### config.mk
export PLATFORM = sky130hd
export DESIGN_NAME = matmul_alu_sequencer_flat
export DESIGN_NICKNAME = d
export VERILOG_FILES = /design/src/rtl/matmul_pkg.sv /design/src/rtl/matmul_alu_sequencer_if.sv /design/src/rtl/matmul_index_counter.sv /design/src/rtl/matmul_alu_sequencer.sv /design/src/flat_wrapper.sv
export SDC_FILE = /design/constraint.sdc
export NUM_CORES = 1
export LEC_CHECK = 0
export ABC_AREA = 1
export CORE_MARGIN = 4
export CORE_UTILIZATION = 39
export CTS_CLUSTER_SIZE = 30
export DETAILED_ROUTE_END_ITERATION = 8
export GPL_TIMING_DRIVEN = 0
export PLACE_DENSITY = 0.76
export RECOVER_POWER = 25
export REMOVE_ABC_BUFFERS = 1
export SLEW_MARGIN = 10
export SYNTH_ARGS = -nofsm -noshare
export SYNTH_HDL_FRONTEND = slang
export SYNTH_SLANG_ARGS = --single-unit
### constraint.sdc
create_clock -name clk -period 2.31 [get_ports clk]
set_clock_uncertainty 0.15 [all_clocks]
set_input_delay 0.3465 -clock clk [delete_from_list [all_inputs] [get_ports clk]]
set_output_delay 0.3465 -clock clk [all_outputs]
set_load 0.005 [all_outputs]
### src/rtl/matmul_pkg.sv
// Shared definitions for the matrix-multiply sequencer: ALU opcodes,
// FSM state encoding and the row-major address helper.
// Imported by the index counter and the sequencer top.
package matmul_pkg;

   localparam logic [1:0] NO_OPERATION = 2'b00;
   localparam logic [1:0] MUL          = 2'b01;
   localparam logic [1:0] ADD          = 2'b10;
   localparam logic [1:0] SUB          = 2'b11;

   typedef enum logic [2:0] {
      S_IDLE  = 3'd0,
      S_FETCH = 3'd1,
      S_MUL   = 3'd2,
      S_ADD   = 3'd3,
      S_ACC   = 3'd4,
      S_WRITE = 3'd5,
      S_DONE  = 3'd6
   } state_t;

   function automatic int unsigned row_major(input int unsigned row,
                                             input int unsigned col,
                                             input int unsigned n);
      return row * n + col;
   endfunction

endpackage

### src/rtl/matmul_alu_sequencer_if.sv
// Memory and ALU bus of the matrix-multiply sequencer.
// master: sequencer side (drives addresses, C write, ALU op/operands).
// slave: memory/ALU side (returns read data and the registered ALU result).
interface matmul_alu_sequencer_if #(
   parameter int DW = 16,
   parameter int AW = 4
);
   logic [AW-1:0] a_addr;
   logic [DW-1:0] a_rdata;
   logic [AW-1:0] b_addr;
   logic [DW-1:0] b_rdata;
   logic [AW-1:0] c_addr;
   logic [DW-1:0] c_wdata;
   logic          c_we;
   logic [1:0]    alu_control;
   logic [DW-1:0] alu_in1;
   logic [DW-1:0] alu_in2;
   logic [DW-1:0] alu_out;

   modport master (
      output a_addr, b_addr, c_addr, c_wdata, c_we, alu_control, alu_in1, alu_in2,
      input  a_rdata, b_rdata, alu_out
   );

   modport slave (
      input  a_addr, b_addr, c_addr, c_wdata, c_we, alu_control, alu_in1, alu_in2,
      output a_rdata, b_rdata, alu_out
   );
endinterface

### src/rtl/matmul_index_counter.sv
// i/j/k loop counters with last-k / last-element flags and registered addresses.
// Ports: clear/step_k/step_elem controls in; last_k, last_elem, a/b/c addresses out.
// Addresses are registered from the next-index values so they track the counters.
module matmul_index_counter
   import matmul_pkg::*;
#(
   parameter int N  = 3,
   parameter int AW = $clog2(N*N)
) (
   input  logic          clk,
   input  logic          rst_n,
   input  logic          clear,
   input  logic          step_k,
   input  logic          step_elem,
   output logic          last_k,
   output logic          last_elem,
   output logic [AW-1:0] a_addr,
   output logic [AW-1:0] b_addr,
   output logic [AW-1:0] c_addr
);
   localparam int IW = $clog2(N);
   localparam logic [IW-1:0] LAST = IW'(N - 1);

   logic [IW-1:0] i, j, k;
   logic [IW-1:0] i_nx, j_nx, k_nx;

   assign last_k    = (k == LAST);
   assign last_elem = (i == LAST) && (j == LAST);

   always_comb begin
      i_nx = i;
      j_nx = j;
      k_nx = k;
      if (clear) begin
         i_nx = '0;
         j_nx = '0;
         k_nx = '0;
      end else if (step_k) begin
         k_nx = last_k ? '0 : k + 1'b1;
      end else if (step_elem) begin
         // after the final element the indices stay parked at N-1
         if (j != LAST) begin
            j_nx = j + 1'b1;
         end else if (i != LAST) begin
            j_nx = '0;
            i_nx = i + 1'b1;
         end
      end
   end

   always_ff @(posedge clk or negedge rst_n) begin
      if (!rst_n) begin
         i      <= '0;
         j      <= '0;
         k      <= '0;
         a_addr <= '0;
         b_addr <= '0;
         c_addr <= '0;
      end else begin
         i      <= i_nx;
         j      <= j_nx;
         k      <= k_nx;
         a_addr <= AW'(row_major(32'(i_nx), 32'(k_nx), N));
         b_addr <= AW'(row_major(32'(k_nx), 32'(j_nx), N));
         c_addr <= AW'(row_major(32'(i_nx), 32'(j_nx), N));
      end
   end
endmodule

### src/rtl/matmul_alu_sequencer.sv
// Computes C = A*B for NxN matrices on a shared MUL/ADD ALU, one k step per 4 cycles.
// Ports: start/busy/done control; bus (master) carries A/B reads, C writes, ALU op.
// ALU op and operands are decoded from the registered state; the rest is registered.
module matmul_alu_sequencer
   import matmul_pkg::*;
#(
   parameter int N  = 3,
   parameter int DW = 16,
   parameter int AW = $clog2(N*N)
) (
   input  logic clk,
   input  logic rst_n,
   input  logic start,
   output logic busy,
   output logic done,
   matmul_alu_sequencer_if.master bus
);
   state_t        state;
   logic [DW-1:0] acc;
   logic [DW-1:0] c_wdata;
   logic          c_we;
   logic          last_k, last_elem;
   logic          clear;

   assign clear = (state == S_IDLE) && start;

   matmul_index_counter #(.N(N), .AW(AW)) u_idx (
      .clk       (clk),
      .rst_n     (rst_n),
      .clear     (clear),
      .step_k    (state == S_ACC),
      .step_elem (state == S_WRITE),
      .last_k    (last_k),
      .last_elem (last_elem),
      .a_addr    (bus.a_addr),
      .b_addr    (bus.b_addr),
      .c_addr    (bus.c_addr)
   );

   assign bus.c_we    = c_we;
   assign bus.c_wdata = c_wdata;

   // MUL consumes memory data arriving one cycle after FETCH; ADD consumes
   // the product the ALU registered at the end of MUL.
   always_comb begin
      bus.alu_control = NO_OPERATION;
      bus.alu_in1     = '0;
      bus.alu_in2     = '0;
      case (state)
         S_MUL: begin
            bus.alu_control = MUL;
            bus.alu_in1     = bus.a_rdata;
            bus.alu_in2     = bus.b_rdata;
         end
         S_ADD: begin
            bus.alu_control = ADD;
            bus.alu_in1     = acc;
            bus.alu_in2     = bus.alu_out;
         end
         default: ;
      endcase
   end

   always_ff @(posedge clk or negedge rst_n) begin
      if (!rst_n) begin
         state   <= S_IDLE;
         acc     <= '0;
         busy    <= 1'b0;
         done    <= 1'b0;
         c_we    <= 1'b0;
         c_wdata <= '0;
      end else begin
         case (state)
            S_IDLE: begin
               if (start) begin
                  acc   <= '0;
                  busy  <= 1'b1;
                  state <= S_FETCH;
               end
            end
            S_FETCH: state <= S_MUL;
            S_MUL:   state <= S_ADD;
            S_ADD:   state <= S_ACC;
            S_ACC: begin
               acc <= bus.alu_out;
               if (last_k) begin
                  // write data is the freshly accumulated sum, same value acc takes
                  c_we    <= 1'b1;
                  c_wdata <= bus.alu_out;
                  state   <= S_WRITE;
               end else begin
                  state <= S_FETCH;
               end
            end
            S_WRITE: begin
               c_we <= 1'b0;
               acc  <= '0;
               if (last_elem) begin
                  done  <= 1'b1;
                  state <= S_DONE;
               end else begin
                  state <= S_FETCH;
               end
            end
            S_DONE: begin
               done  <= 1'b0;
               busy  <= 1'b0;
               state <= S_IDLE;
            end
            default: state <= S_IDLE;
         endcase
      end
   end
endmodule

### src/flat_wrapper.sv
// flat-port wrapper written by rule: the top's interface ports become plain ports
module matmul_alu_sequencer_flat import matmul_pkg::*;
#(
   parameter int N  = 3,
   parameter int DW = 16,
   parameter int AW = $clog2(N*N)
)
  (clk, rst_n, start, busy, done, bus_a_addr, bus_b_addr, bus_c_addr, bus_c_wdata, bus_c_we, bus_alu_control, bus_alu_in1, bus_alu_in2, bus_a_rdata, bus_b_rdata, bus_alu_out);
  matmul_alu_sequencer_if #(.DW(DW), .AW(AW)) bus_i ();
  input  logic clk;
  input  logic rst_n;
  input  logic start;
  output logic busy;
  output logic done;
  output wire logic [$bits(bus_i.a_addr)-1:0] bus_a_addr;
  output wire logic [$bits(bus_i.b_addr)-1:0] bus_b_addr;
  output wire logic [$bits(bus_i.c_addr)-1:0] bus_c_addr;
  output wire logic [$bits(bus_i.c_wdata)-1:0] bus_c_wdata;
  output wire logic [$bits(bus_i.c_we)-1:0] bus_c_we;
  output wire logic [$bits(bus_i.alu_control)-1:0] bus_alu_control;
  output wire logic [$bits(bus_i.alu_in1)-1:0] bus_alu_in1;
  output wire logic [$bits(bus_i.alu_in2)-1:0] bus_alu_in2;
  input wire logic [$bits(bus_i.a_rdata)-1:0] bus_a_rdata;
  input wire logic [$bits(bus_i.b_rdata)-1:0] bus_b_rdata;
  input wire logic [$bits(bus_i.alu_out)-1:0] bus_alu_out;
  assign bus_a_addr = bus_i.a_addr;
  assign bus_b_addr = bus_i.b_addr;
  assign bus_c_addr = bus_i.c_addr;
  assign bus_c_wdata = bus_i.c_wdata;
  assign bus_c_we = bus_i.c_we;
  assign bus_alu_control = bus_i.alu_control;
  assign bus_alu_in1 = bus_i.alu_in1;
  assign bus_alu_in2 = bus_i.alu_in2;
  assign bus_i.a_rdata = bus_a_rdata;
  assign bus_i.b_rdata = bus_b_rdata;
  assign bus_i.alu_out = bus_alu_out;
  matmul_alu_sequencer #(.N(N), .DW(DW), .AW(AW)) u_core (.clk(clk), .rst_n(rst_n), .start(start), .busy(busy), .done(done), .bus(bus_i));
endmodule
==> Word-level counts from Yosys, hierarchy flattened <==
Cells that the tools add are included.
{ "totals": {"word_cells": 74, "in_bits": 51, "output_inout_bits": 65, "register_bits": 56, "n_memories": 0, "ram_bits": 0, "rom_bits": 0, "latch_bits": 0} }
{ "op_classes": {"add_sub_neg": 6, "n_mux": 28, "div_mod_pow": 0, "mul": 2, "eq_ne": 14, "n_reduce_logical": 12, "shift": 0, "magnitude_cmp": 0, "n_bitwise": 0} }
{ "ops": {"columns": ["operator", "n"], "rows": [
  ["16-bit one-hot mux with 2 select lines", 2],
  ["16-bit one-hot mux with 3 select lines", 1],
  ["2-bit 2-to-1 mux", 13],
  ["3-bit one-hot mux with 6 select lines", 1],
  ["16-bit 2-to-1 mux", 1],
  ["4-bit by 2-bit adder with 4-bit output", 3],
  ["2-bit AND reduction", 5],
  ["3-bit == test, second input constant", 3],
  ["3-bit 2-to-1 mux", 3],
  ["2-bit by 2-bit multiplier with 4-bit output, second input constant", 2],
  ["2-bit by 1-bit adder with 2-bit output, second input constant", 3],
  ["2-bit == test, second input constant", 3],
  ["3-bit by 2-bit == test with 1-bit output, second input constant", 2],
  ["2-bit != test, second input constant", 3],
  ["1-bit one-hot mux with 2 select lines", 3],
  ["2-bit nonzero test", 3],
  ["2-bit by 1-bit != test with 1-bit output, second input constant", 2],
  ["2-bit one-hot mux with 2 select lines", 1],
  ["3-bit by 1-bit == test with 1-bit output, second input constant", 1],
  ["3-bit logical NOT", 1],
  ["1-bit 2-to-1 mux", 3],
  ["3-bit nonzero test", 1],
  ["1-bit logical AND", 2]
]} }

==> Longest topological paths before layout <==
Gate-level depths: netlist of the first run.
{ "logic_depth": {"word_depth": 8, "ltp_mapped": 12, "mapped_depth_nobuf": 12} }

==> Cells and area by module <==
From an unflattened synthesis of the first run, not the netlist that was laid out.
{ "unflattened": {"hier_cells": 357, "area_unflattened_um2": 2951.6} }
{ "by_module_without_submodules": {"columns": ["mod", "n_inst", "seq_area_each_um2", "area_each_um2", "cells_per_inst"], "rows": [
  ["matmul_alu_sequencer", 1, 950.9, 1980.6, 257],
  ["matmul_index_counter", 1, 450.4, 970.9, 100]
]} }

==> Worst setup path after synthesis of the first run <==
No wires, ideal clock.
{ "synth_timing": {"kind": "register to register", "startpoint": "register u_core.state[1]", "endpoint": "register u_core.u_idx.b_addr[2]", "t_required_ps": 2024, "arrival_ps": 2185, "slack_ps": -160, "stages_incl_launch_ff": 9, "n_path_buf": 0, "setup_ps": 136, "period_less_slack_ps": 2470, "cell_sequence": "dfrtp_1 nor2_4 nand2_4 inv_4 o21ai_0 nor2_1 fa_1 ha_1 fa_1"} }
{ "synth_between": {"elab_chain_len": 5, "word_cells_on_any_way": 11, "cone_classes": "add/sub: 1; mul: 1; eq/ne: 2; mux: 5; reduce/logical: 2"} }
{ "synth_lines": {"columns": ["element", "line", "source"], "rows": [
  ["from (decl)", "matmul_alu_sequencer.sv:18", "state_t state;"],
  ["from (signal assigned)", "matmul_alu_sequencer.sv:66", "state <= S_IDLE;"],
  ["from (signal assigned)", "matmul_alu_sequencer.sv:78", "state <= S_FETCH;"],
  ["from (signal assigned)", "matmul_alu_sequencer.sv:81", "S_FETCH: state <= S_MUL;"],
  ["3-bit == test / 3-bit logical NOT (equally long branches)", "matmul_alu_sequencer.sv:31, matmul_alu_sequencer.sv:25", null],
  ["2-bit 2-to-1 mux / 1-bit logical AND (equally long branches)", "matmul_index_counter.sv:38, matmul_alu_sequencer.sv:25", null],
  ["2-bit 2-to-1 mux *", "matmul_index_counter.sv:34", "if (clear) begin"],
  ["via u_core.u_idx.k_nx[0]", "matmul_index_counter.sv:25", "logic [IW-1:0] i_nx, j_nx, k_nx;"],
  ["2-bit by 2-bit multiplier with 4-bit output *", "matmul_pkg.sv:24", "return row * n + col;"],
  ["4-bit by 2-bit adder with 4-bit output *", "matmul_pkg.sv:24", null],
  ["to (signal assigned)", "matmul_index_counter.sv:64", "b_addr <= AW'(row_major(32'(k_nx), 32'(j_nx), N));"],
  ["to (decl)", "matmul_index_counter.sv:18", "output logic [AW-1:0] b_addr,"]
]} }
Mark *: on every way through the listed nets, which the timed path passes. The rest lies on a longest branch.
A chain may end at the register's enable or synchronous reset.

==> Worst setup path after layout of the first run <==
{ "layout_timing": {"startpoint": "register u_core.state[1]", "endpoint": "register u_core.u_idx.b_addr[2]"} }
{ "layout_between": {"elab_chain_len": 5, "word_cells_on_any_way": 11, "cone_classes": "add/sub: 1; mul: 1; eq/ne: 2; mux: 5; reduce/logical: 2"} }
{ "layout_lines": {"columns": ["element", "line", "source"], "rows": [
  ["3-bit == test", "matmul_alu_sequencer.sv:32", ".step_elem (state == S_WRITE),"],
  ["2-bit 2-to-1 mux", "matmul_index_counter.sv:40", "end else if (step_elem) begin"],
  ["2-bit 2-to-1 mux", "matmul_index_counter.sv:38", "end else if (step_k) begin"],
  ["2-bit 2-to-1 mux *", "matmul_index_counter.sv:34", null],
  ["via u_core.u_idx.j_nx[1]", "matmul_index_counter.sv:25", null],
  ["4-bit by 2-bit adder with 4-bit output *", "matmul_pkg.sv:24", null]
]} }
Marked as above.

==> impl_metrics.csv, run 1 <==
group,metric,value,unit
floorplanning,die-area,8770,sq um
timing,finalSetupViolations,2,
clocking,cts_tree,"yes",
logic_synthesis,yosysSeqAreaShare,49.0,%
logic_synthesis,yosysWarnings,0,
critical_path,start_kind,"flip-flop",
grt,grt_max_degree,38,
finish,mostFrequentLayoutCells,"83 x nand2_1, 80 x clkdlybuf4s50_1, 55 x o21ai_0",
logic_synthesis,yosysUniqueCellTypes,22,
placed_design,hpwl,5840,microns
critical_path,worst-path-max-fanout,5,
routing,drtIter0Drc,110,
logic_synthesis,ys_ff_latch,56,
finish,n_fill_cell,589,
critical_path,worstSetupPathType,"reg2reg",
logic_synthesis,synth.top_cell.area_share,49.0,%
logic_synthesis,synth.avg_cell_area,8.64,sq um
critical_path,path_delay_family,"adder cells",
logic_synthesis,postSynthCellCount,331,
critical_path,critPathBufInv,1,
timing,rsz0062_at_grt,"yes",
timing,worst_pin_slew,1180,ps
routing,ant_nets,0,
finish,drive_gt1_share,19.8,%
routing,drc,0,
timing,relSlewSlack,21.3,%
logic_synthesis,yosysTopAreaCell,"dfrtp_1",
power,power_density,1200,nW/um^2
critical_path,cp-startpoint,"u_core.state[1]",
grt,gr-usage-all-layers,20.3,%
routing,wl_per_cell,15.7,microns
placed_design,place_congestion,0.784,
run_status,status,"complete, but fails checks",
timing,drv_slew,0,
routing,wirelength,8800,microns
floorplanning,rows,30,
logic_synthesis,synth_area,2860,sq um
critical_path,critPathMaxStageDelay,550,ps
power,p_leak,0.00215,uW
finish,syn_to_final_growth,55.1,%
worst_hold_path,hold_class,"reg2reg",
logic_synthesis,synthTopCellsByArea,"dfrtp_1 49%, nand2_1 11%, o21ai_0 9.8%",
clocking,clk_path_buf_depth,2,
timing,final-hold-violation-count,0,
routing,viasPerCell,4.79,
grt,antenna_found_initial,0,
grt,grt-ovfl-total,0,
timing,finalCriticalPeriod,2430,ps
critical_path,cp_cell_sequence,"nor2_4 > buf_6 > nand3_4 > nand2_4 > a21oi_4 > fa_1 > ha_2 > fa_1",
power,vdd_ir_drop_max,679,uV
clocking,cts.sinks,56,
clocking,htreeDepth,2,
critical_path,reg2reg_depth,8,
finish,antenna_cells,0,
timing,fin_ws,-121,ps
timing,finalCritPeriodShare,105,%
floorplanning,die_y,93.6,microns
run_status,failed_checks,"negative setup slack",
clocking,clk-insertion-delay-late,300,ps
critical_path,cpMostUsedCell,"fa_1",
power,power.total,5340,uW
logic_synthesis,synthFlopType,"dfrtp_1",
finish,final_util,63.9,%
clocking,cts.clk_slew.worst_paths,100,ps
clocking,cts_buffers,5,
critical_path,cp-endpoint,"u_core.u_idx.b_addr[2]",
grt,grt_pass1_wl,14000,microns
critical_path,worstPathArrival,2460,ps
placed_design,numPortBuffers,115,
finish,layout_commonest_cell,"nand2_1",
floorplanning,core_region_area,6940,sq um
floorplanning,start_util,41.2,%
critical_path,cp.required,2340,ps
timing,fmax,0.411,GHz
critical_path,slowest_stage,"fa_1",
critical_path,crit_cells,8,
clocking,cts_root_buffer,"clkbuf_8",
critical_path,reg2reg_to,"u_core.u_idx.b_addr[2]",
floorplanning,pin_count,116,
flow_run,maxCapViolCount,0,
logic_synthesis,synthArstFlopShare,100,%
grt,grt_pass1_vias,2788,
logic_synthesis,synth_edf_count,0,
floorplanning,die_w,93.6,microns
critical_path,reg2reg_from,"u_core.state[1]",
critical_path,end_kind,"flip-flop",
routing,vias,2685,
critical_path,ff2ff_setup_slack,-120,ps
finish,final_nets,529,
routing,firstDrtPassIters,4,
-- metrics by stage --
stage / TNS [ps] / hold slack, ps / cell area [sq um] / setup slack (ps) / cells
after floorplan: -362 / -99.1 / 2780 / -215 / 319
after global placement: -71020 / 315 / 4050 / -939 / 530
after detailed placement: -20440 / 186 / 4060 / -637 / 531
after CTS: -151 / 346 / 4440 / -113 / 560
after global routing: -879 / 368 / 4440 / -189 / 561
final: -157 / 339 / 4440 / -121 / 561
-- metal layers --
metal | part of all wire [%] | track usage (%) | routed length, microns | vias to the layer above
met2 | 50 | 35.4 | 4380 | 111
met4 | 0.66 | 5.78 | 58 | 0
li1 | - | - | - | 1304
met5 | 0 | 0 | 0 | -
met1 | 41 | 24.8 | 3590 | 1262
met3 | 8.7 | 5.47 | 762 | 8
-- state kept, by name (all words and copies together) (netlist names) --
register	flops
u_core.acc	16
u_core.bus.c_wdata	16
u_core.bus.c_we	1
u_core.busy	1
u_core.done	1
u_core.state	3
u_core.u_idx.a_addr	4
u_core.u_idx.b_addr	4
u_core.u_idx.c_addr	4
u_core.u_idx.i	2
u_core.u_idx.j	2
u_core.u_idx.k	2
-- power breakdown --
| group | switching (uW) | internal [uW] |
|---|---|---|
| sequential | 213 | 1370 |
| combinational | 1600 | 1470 |
| clock | 312 | 383 |
| total | 2120 | 3220 |
-- kinds of logic (layout without fill, tap and decap cells) --
logic type                 Yosys count  after routing  synth area share (%)
adders and majority gates           14             14                  7.17
AOI/OAI and AO/OA                   78             78                  15.9
buffers and inverters               68            201                  10.3
xor gates and xnor gates             4              4                  1.23
and+or+nand+nor                    111            112                  16.4
DFF                                 56             56                  49.0
-- worst register-to-register path, stage by stage (launching register included) --
cell	delay [ps]
dfrtp_2	470
nor2_4	160
buf_6	130
nand3_4	110
nand2_4	110
a21oi_4	40
fa_1	550
ha_2	180
fa_1	410
-- Yosys cell counts, types with 3 or more instances --
| cell type | number |
|---|---|
| buf_2 | 5 |
| inv_1 | 54 |
| nand3_1 | 7 |
| nand2_4 | 3 |
| nand2_1 | 87 |
| nor2_1 | 12 |
| ha_1 | 10 |
| o21ai_2 | 16 |
| o21ai_0 | 56 |
| a21oi_1 | 5 |
| dfrtp_1 | 56 |
| buf_6 | 4 |
| fa_1 | 4 |
-- final cells by class --
class	instances	area, sq um	area share (%)
repair buffers	136	1260	28.4
multi-input cells	208	1290	29.1
flip-flops and latches	56	1410	31.7
clock inverters	1	30.0	0.677
repair inverters	1	7.51	0.169
inverters	56	226	5.10
well taps	96	120	2.71
clock buffers	7	96.3	2.17
-- worst min-delay path by stage --
stage	from	cells after the start	end
global route	u_core.bus.c_wdata[2]	2	u_core.bus.c_wdata[2]
CTS	u_core.bus.c_wdata[11]	2	u_core.bus.c_wdata[11]
detailed placement	rst_n	1	u_core.u_idx.a_addr[1]
finish	u_core.bus.c_wdata[11]	2	u_core.bus.c_wdata[11]
floorplan	rst_n	0	u_core.acc[0]
global placement	u_core.bus.c_wdata[11]	2	u_core.bus.c_wdata[11]
-- timing repair --
item | in CTS | in global routing
gates cloned | 2 | 0
resized for setup | 69 | 43
buffers inserted | 18 | 1
pin swaps | 6 | 2
hold buffers | 1 | 0
endpoints found under the hold margin | 19 | 0
endpoints found under the setup margin | 43 | 32
Power figures use the tool's default switching activity.
==> inputs of run 2 (changes only) <==
--- a/config.mk
+++ b/config.mk
@@ -5,13 +5,13 @@
 export SDC_FILE = /design/constraint.sdc
 export NUM_CORES = 1
 export LEC_CHECK = 0
-export ABC_AREA = 1
 export CORE_MARGIN = 4
 export CORE_UTILIZATION = 39
 export CTS_CLUSTER_SIZE = 30
 export DETAILED_ROUTE_END_ITERATION = 8
+export GPL_ROUTABILITY_DRIVEN = 1
 export GPL_TIMING_DRIVEN = 0
-export PLACE_DENSITY = 0.76
+export PLACE_DENSITY = 0.77
 export RECOVER_POWER = 25
 export REMOVE_ABC_BUFFERS = 1
 export SLEW_MARGIN = 10
==> run 2 against run 1 <==
Compared with the run above:
- core utilization grew 5.4 points
- global-route usage grew 0.88 points
- the run still ends with negative setup slack left
- synthesized cell count shrank 36%
- fmax shrank 12%
- worst hold slack gained 26 ps
- die area shrank 3.5%
- setup slack lost 320 ps
- final cell count shrank 14%
- count of clock-buffer cells in the layout is the same
- critical path depth shrank 3
- sequential share of layout area shrank 2.0 points
==> impl_metrics.csv, run 2 <==
group,metric,value,unit
power,p_int,3420,uW
logic_synthesis,postSynthCellCount,213,
run_status,status,"complete, but fails checks",
run_status,failed_checks,"negative setup slack",
logic_synthesis,synthTopCellsByArea,"dfrtp_1 51%, a22o_1 15%, ha_1 4.5%",
finish,drive_gt1_share,41.9,%
routing,drtIter0Drc,121,
clocking,clk-insertion-delay-late,300,ps
logic_synthesis,yosys-top-cells-count,"56 x dfrtp_1, 48 x a22o_1, 10 x buf_2, 10 x ha_1, 10 x inv_1",
power,p_sw_share,35.0,%
critical_path,worstPathArrival,2780,ps
grt,antenna_found_initial,0,
logic_synthesis,synth_most_common_cell,"dfrtp_1",
finish,layout_commonest_cell,"clkdlybuf4s50_1",
floorplanning,core_region_area,6830,sq um
critical_path,worst-path-max-fanout,7,
floorplanning,die_y,92.0,microns
timing,finalCritPeriodShare,119,%
floorplanning,rows,30,
clocking,cts.clk_slew.worst_paths,100,ps
timing,final-hold-violation-count,0,
critical_path,cp.required,2340,ps
finish,final_nets,448,
power,vdd_ir_drop_max,465,uV
power,power_frac_comb,60.0,%
timing,drv_slew,0,
logic_synthesis,yosysUniqueCellTypes,38,
finish,reg_top3,"u_core.acc x16, u_core.bus.c_wdata x16",
logic_synthesis,yosysTopAreaCell,"dfrtp_1",
floorplanning,die-area,8460,sq um
logic_synthesis,synth.top_cell.area_share,50.9,%
logic_synthesis,synthArstFlopShare,100,%
routing,vias,2473,
critical_path,worstSetupPathType,"reg2reg",
grt,grt_pass1_wl,14000,microns
flow_run,maxCapViolCount,0,
timing,whs,366,ps
grt,gr-usage-all-layers,21.2,%
grt,grt_pass1_vias,2710,
grt,grt_max_degree,31,
timing,rsz0062_at_grt,"yes",
logic_synthesis,synth_edf_count,0,
routing,ant_nets,0,
finish,multi_input_area,1460,sq um
power,switchingPower,1840,uW
floorplanning,pin_count,116,
timing,fin_ws,-437,ps
power,power.total,5260,uW
routing,drc,0,
clocking,cts.sinks,56,
power,power_frac_seq,29.2,%
finish,antenna_cells,0,
logic_synthesis,synthFlopType,"dfrtp_1",
logic_synthesis,synth_area,2750,sq um
timing,worst_pin_slew,803,ps
clocking,cts_root_buffer,"clkbuf_8",
routing,firstDrtPassIters,4,
power,power_density,1110,nW/um^2
clocking,htreeDepth,2,
critical_path,end_kind,"flip-flop",
finish,n_fill_cell,513,
timing,fmax,0.364,GHz
clocking,cts_buffers,5,
timing,relSlewSlack,46.5,%
routing,viasPerCell,5.15,
floorplanning,start_util,40.3,%
finish,mostFrequentLayoutCells,"79 x clkdlybuf4s50_1, 53 x dfrtp_1, 48 x a22o_1",
routing,wirelength,9050,microns
power,p_clk_share,10.8,%
placed_design,hpwl,5110,microns
logic_synthesis,ys_ff_latch,56,
routing,wl_per_cell,18.9,microns
timing,finalCriticalPeriod,2750,ps
timing,finalSetupViolations,42,
critical_path,start_kind,"flip-flop",
placed_design,numPortBuffers,115,
placed_design,place_congestion,0.789,
logic_synthesis,synth.avg_cell_area,12.9,sq um
grt,grt-ovfl-total,0,
logic_synthesis,yosysSeqAreaShare,50.9,%
finish,syn_to_final_growth,72.1,%
clocking,clk_path_buf_depth,2,
floorplanning,die_w,92.0,microns
finish,regArea,1410,sq um
worst_hold_path,hold_class,"reg2reg",
clocking,cts_tree,"yes",
power,p_leak,0.00230,uW
logic_synthesis,yosysWarnings,0,
-- run 2: changes by cell type in the layout (fill, tap and decap cells not counted), sizes merged, moves of 11 or more --
cell	change
a22o	+48
mux2	+17
buf	+66
nand2	-85
dlygate4sd2	-11
o21ai	-67
inv	-44
-- run 2: worst paths after layout --
| check | start | to | slack [ps] | depth (start not counted) |
|---|---|---|---|---|
| min in group asynchronous | rst_n | u_core.u_idx.b_addr[0] | 490 | 2 |
| worst min-delay path | u_core.acc[4] | u_core.acc[4] | 370 | 1 |
| worst max-delay path | u_core.state[0] | u_core.u_idx.b_addr[2] | -440 | 5 |
| worst max register to register | u_core.state[0] | u_core.u_idx.b_addr[2] | -440 | 5 |
| worst min register to register | u_core.acc[4] | u_core.acc[4] | 370 | 1 |
| max in group asynchronous | rst_n | u_core.state[2] | 900 | 3 |
-- run 2: final cells by class --
type                            count  share of cell area [%]
Timing Repair Buffer              173                    33.8
Multi-Input combinational cell    136                    30.8
Sequential cell                    56                    29.7
Tap cell                           96                    2.54
Clock buffer                        7                    1.82
Inverter                           11                    1.24
Clock inverter                      1                   0.159
-- run 2: routing by layer --
metal | global-route usage [%] | vias to the layer above | part of all wire (%)
met2 | 36.4 | 84 | 52
met1 | 27.0 | 1247 | 41
met5 | 0 | - | 0
met4 | 6.68 | 0 | 1.5
li1 | - | 1132 | -
met3 | 4.27 | 10 | 5.8
-- run 2: repair_timing --
action,4_1_cts,5_1_grt
endpoints found under the setup margin,61,35
hold endpoints to repair,29,0
buffers inserted,44,17
resized for setup,173,55
hold buffers,1,0
pin swaps,20,44
gates cloned,5,1
-- run 2: power groups by stage --
stage / combinational, uW / sequential (uW) / clock, uW
5_1_grt: 3380 / 1580 / 621
3_3_place_gp: 2110 / 1540 / 0
4_1_cts: 2960 / 1520 / 576
3_5_place_dp: 2170 / 1560 / 0
2_1_floorplan: 945 / 1530 / 0
6_report: 3160 / 1540 / 567
-- run 2: critical path, cell delays in order (launching register included) --
cell and delay (ps):
dfrtp_2 490, or4b_4 560, a32o_2 310, fa_1 450
ha_2 200, fa_1 460
-- run 2: logic make-up (layout without fill, tap and decap cells) --
| logic type | count (synthesis) | in the layout | synth area share (%) |
|---|---|---|---|
| buffers and inverters | 25 | 192 | 4.41 |
| and+or+nand+nor | 31 | 35 | 7.87 |
| adders and majority gates | 14 | 14 | 7.46 |
| AOI/OAI and AO/OA | 63 | 63 | 18.9 |
| xor gates and xnor gates | 4 | 4 | 1.27 |
| DFF | 56 | 56 | 50.9 |
| muxes | 20 | 20 | 9.14 |
-- run 2: stage by stage --
stage / setup slack [ps] / setup TNS, ps / area [sq um] / instances / utilization [%]
after global routing: -483 / -10230 / 4730 / 480 / 69.3
after CTS: -433 / -2860 / 4590 / 470 / 67.2
after global placement: -1590 / -102070 / 3940 / 410 / 57.7
after floorplan: -899 / -5200 / 2670 / 199 / -
after detailed placement: -963 / -30310 / 3980 / 412 / 58.2
final: -437 / -7170 / 4730 / 480 / 69.3
==> inputs of run 3 (changes only) <==
--- a/config.mk
+++ b/config.mk
@@ -6,12 +6,12 @@
 export NUM_CORES = 1
 export LEC_CHECK = 0
 export CORE_MARGIN = 4
-export CORE_UTILIZATION = 39
+export CORE_UTILIZATION = 35
 export CTS_CLUSTER_SIZE = 30
 export DETAILED_ROUTE_END_ITERATION = 8
 export GPL_ROUTABILITY_DRIVEN = 1
-export GPL_TIMING_DRIVEN = 0
-export PLACE_DENSITY = 0.77
+export GPL_TIMING_DRIVEN = 1
+export PLACE_DENSITY = 0.71
 export RECOVER_POWER = 25
 export REMOVE_ABC_BUFFERS = 1
 export SLEW_MARGIN = 10
==> run 3 against run 2 <==
Compared with the run above:
- fmax grew 3.4%
- worst hold slack got worse by 5.4 ps
- setup slack improved by 90 ps
- largest power group unchanged
- flip-flop and latch count unchanged
- the run still ends with negative setup slack left
- register-to-register slack improved by 90 ps
- highest routed layer unchanged
- final cell count shrank 1.0%
==> impl_metrics.csv, run 3 (same netlist as run 2, synthesis figures left out) <==
group,metric,value,unit
timing,fin_ws,-347,ps
floorplanning,core_region_area,7690,sq um
critical_path,worst-path-max-fanout,2,
grt,antenna_found_initial,0,
finish,mostFrequentLayoutCells,"80 x clkdlybuf4s50_1, 56 x dfrtp_1, 48 x a22o_1",
routing,drc,0,
critical_path,end_kind,"flip-flop",
routing,drtIter0Drc,91,
finish,final_util,60.0,%
clocking,cts_root_buffer,"clkbuf_8",
critical_path,critPathBufInv,0,
run_status,failed_checks,"negative setup slack",
run_status,status,"complete, but fails checks",
grt,grt_max_degree,32,
timing,whs,360,ps
routing,vias,2408,
grt,grt-ovfl-total,0,
finish,syn_to_final_growth,67.8,%
timing,rsz0062_at_grt,"yes",
timing,finalSetupViolations,25,
clocking,clk-insertion-delay-late,300,ps
finish,layout_commonest_cell,"clkdlybuf4s50_1",
routing,wirelength,8840,microns
placed_design,hpwl,5660,microns
grt,gr-usage-all-layers,17.7,%
grt,grt_pass1_wl,13600,microns
clocking,cts_tree,"yes",
placed_design,place_congestion,0.804,
routing,firstDrtPassIters,4,
critical_path,critPathMaxStageDelay,550,ps
grt,grt_pass1_vias,2587,
floorplanning,pin_count,116,
finish,antenna_cells,0,
critical_path,start_kind,"flip-flop",
timing,final-hold-violation-count,0,
routing,wl_per_cell,18.6,microns
floorplanning,die-area,9340,sq um
finish,reg_top3,"u_core.acc x16, u_core.bus.c_wdata x16",
power,p_leak,0.00236,uW
routing,viasPerCell,5.07,
timing,relSlewSlack,20.0,%
finish,n_fill_cell,622,
timing,finalCritPeriodShare,115,%
clocking,cts_buffers,5,
power,power_density,1060,nW/um^2
critical_path,path_delay_family,"adder cells",
critical_path,cp_cell_sequence,"or4b_4 > a32o_2 > fa_1 > ha_4 > fa_1",
worst_hold_path,hold_class,"reg2reg",
floorplanning,rows,32,
timing,finalCriticalPeriod,2660,ps
timing,fmax,0.376,GHz
clocking,clk_path_buf_depth,2,
clocking,htreeDepth,2,
critical_path,cpMostUsedCell,"fa_1",
clocking,cts.sinks,56,
floorplanning,die_w,96.7,microns
finish,final_nets,437,
routing,ant_nets,0,
floorplanning,start_util,35.8,%
clocking,cts.clk_slew.worst_paths,100,ps
critical_path,slowest_stage,"or4b_4",
flow_run,maxCapViolCount,0,
critical_path,cp.required,2340,ps
finish,final_area,4620,sq um
timing,worst_pin_slew,1200,ps
power,vdd_ir_drop_max,446,uV
placed_design,numPortBuffers,115,
floorplanning,die_y,96.7,microns
power,power.total,4910,uW
placed_design,dpl_cell_area,4190,sq um
timing,drv_slew,0,
critical_path,worstPathArrival,2690,ps
finish,drive_gt1_share,33.5,%
critical_path,worstSetupPathType,"reg2reg",
==> run 3: cell count changes in the layout (fill, tap and decap cells not counted), moves of 3 or more <==
cell,previous run,this run
clkbuf_2,6,16
dfrtp_2,3,0
buf_4,20,32
dlymetal6s2s_1,0,10
and3_4,4,1
dfrtp_1,53,56
buf_2,28,8
buf_6,33,10
==> run 3: layout make-up <==
cell class / instances / area, sq um / area share [%]
repair buffers: 166 / 1570 / 33.9
clock buffers: 8 / 90.1 / 1.95
flip-flops and latches: 56 / 1400 / 30.4
inverters: 11 / 43.8 / 0.949
well taps: 102 / 128 / 2.76
multi-input cells: 132 / 1390 / 30.1
==> run 3: metrics by stage <==
| stage | TNS, ps | std cells | setup WS, ps |
|---|---|---|---|
| 4_1_cts | -4710 | 468 | -310 |
| 6_report | -3560 | 475 | -347 |
| 3_3_place_gp | -4950 | 444 | -831 |
| 3_5_place_dp | -5350 | 444 | -845 |
| 5_1_grt | -5980 | 475 | -377 |
| 2_1_floorplan | -5200 | 199 | -899 |
==> run 3: power by group <==
group          switching, uW  internal [uW]  total, uW
Combinational           1170           1710       2880
Sequential               195           1290       1480
Clock                    300            246        546
==> run 3: final timing paths <==
kind | slack (ps) | from | end | cells after the start
max in group asynchronous | 250 | rst_n | u_core.acc[9] | 3
min in group asynchronous | 660 | rst_n | u_core.u_idx.c_addr[3] | 2
min reg2reg | 360 | u_core.acc[3] | u_core.acc[3] | 1
max | -350 | u_core.state[2] | u_core.u_idx.b_addr[2] | 5
max reg2reg | -350 | u_core.state[2] | u_core.u_idx.b_addr[2] | 5
min | 360 | u_core.acc[3] | u_core.acc[3] | 1
==> run 3: what timing repair did <==
action | 4_1_cts | 5_1_grt
endpoints found under the hold margin | 19 | 0
setup buffers | 13 | 5
hold buffers | 1 | 0
endpoints found under the setup margin | 43 | 38
resized for setup | 88 | 42
pin swaps | 25 | 16
gates cloned | 2 | 2
==> run 3: layer usage <==
layer  wire (microns)  GRT usage, %  vias to the layer above
li1                 -             -                     1102
met1             4000          23.3                     1207
met2             4340          30.3                       88
met3              390          3.46                       11
met4              112          4.00                        0
met5                0             0                        -
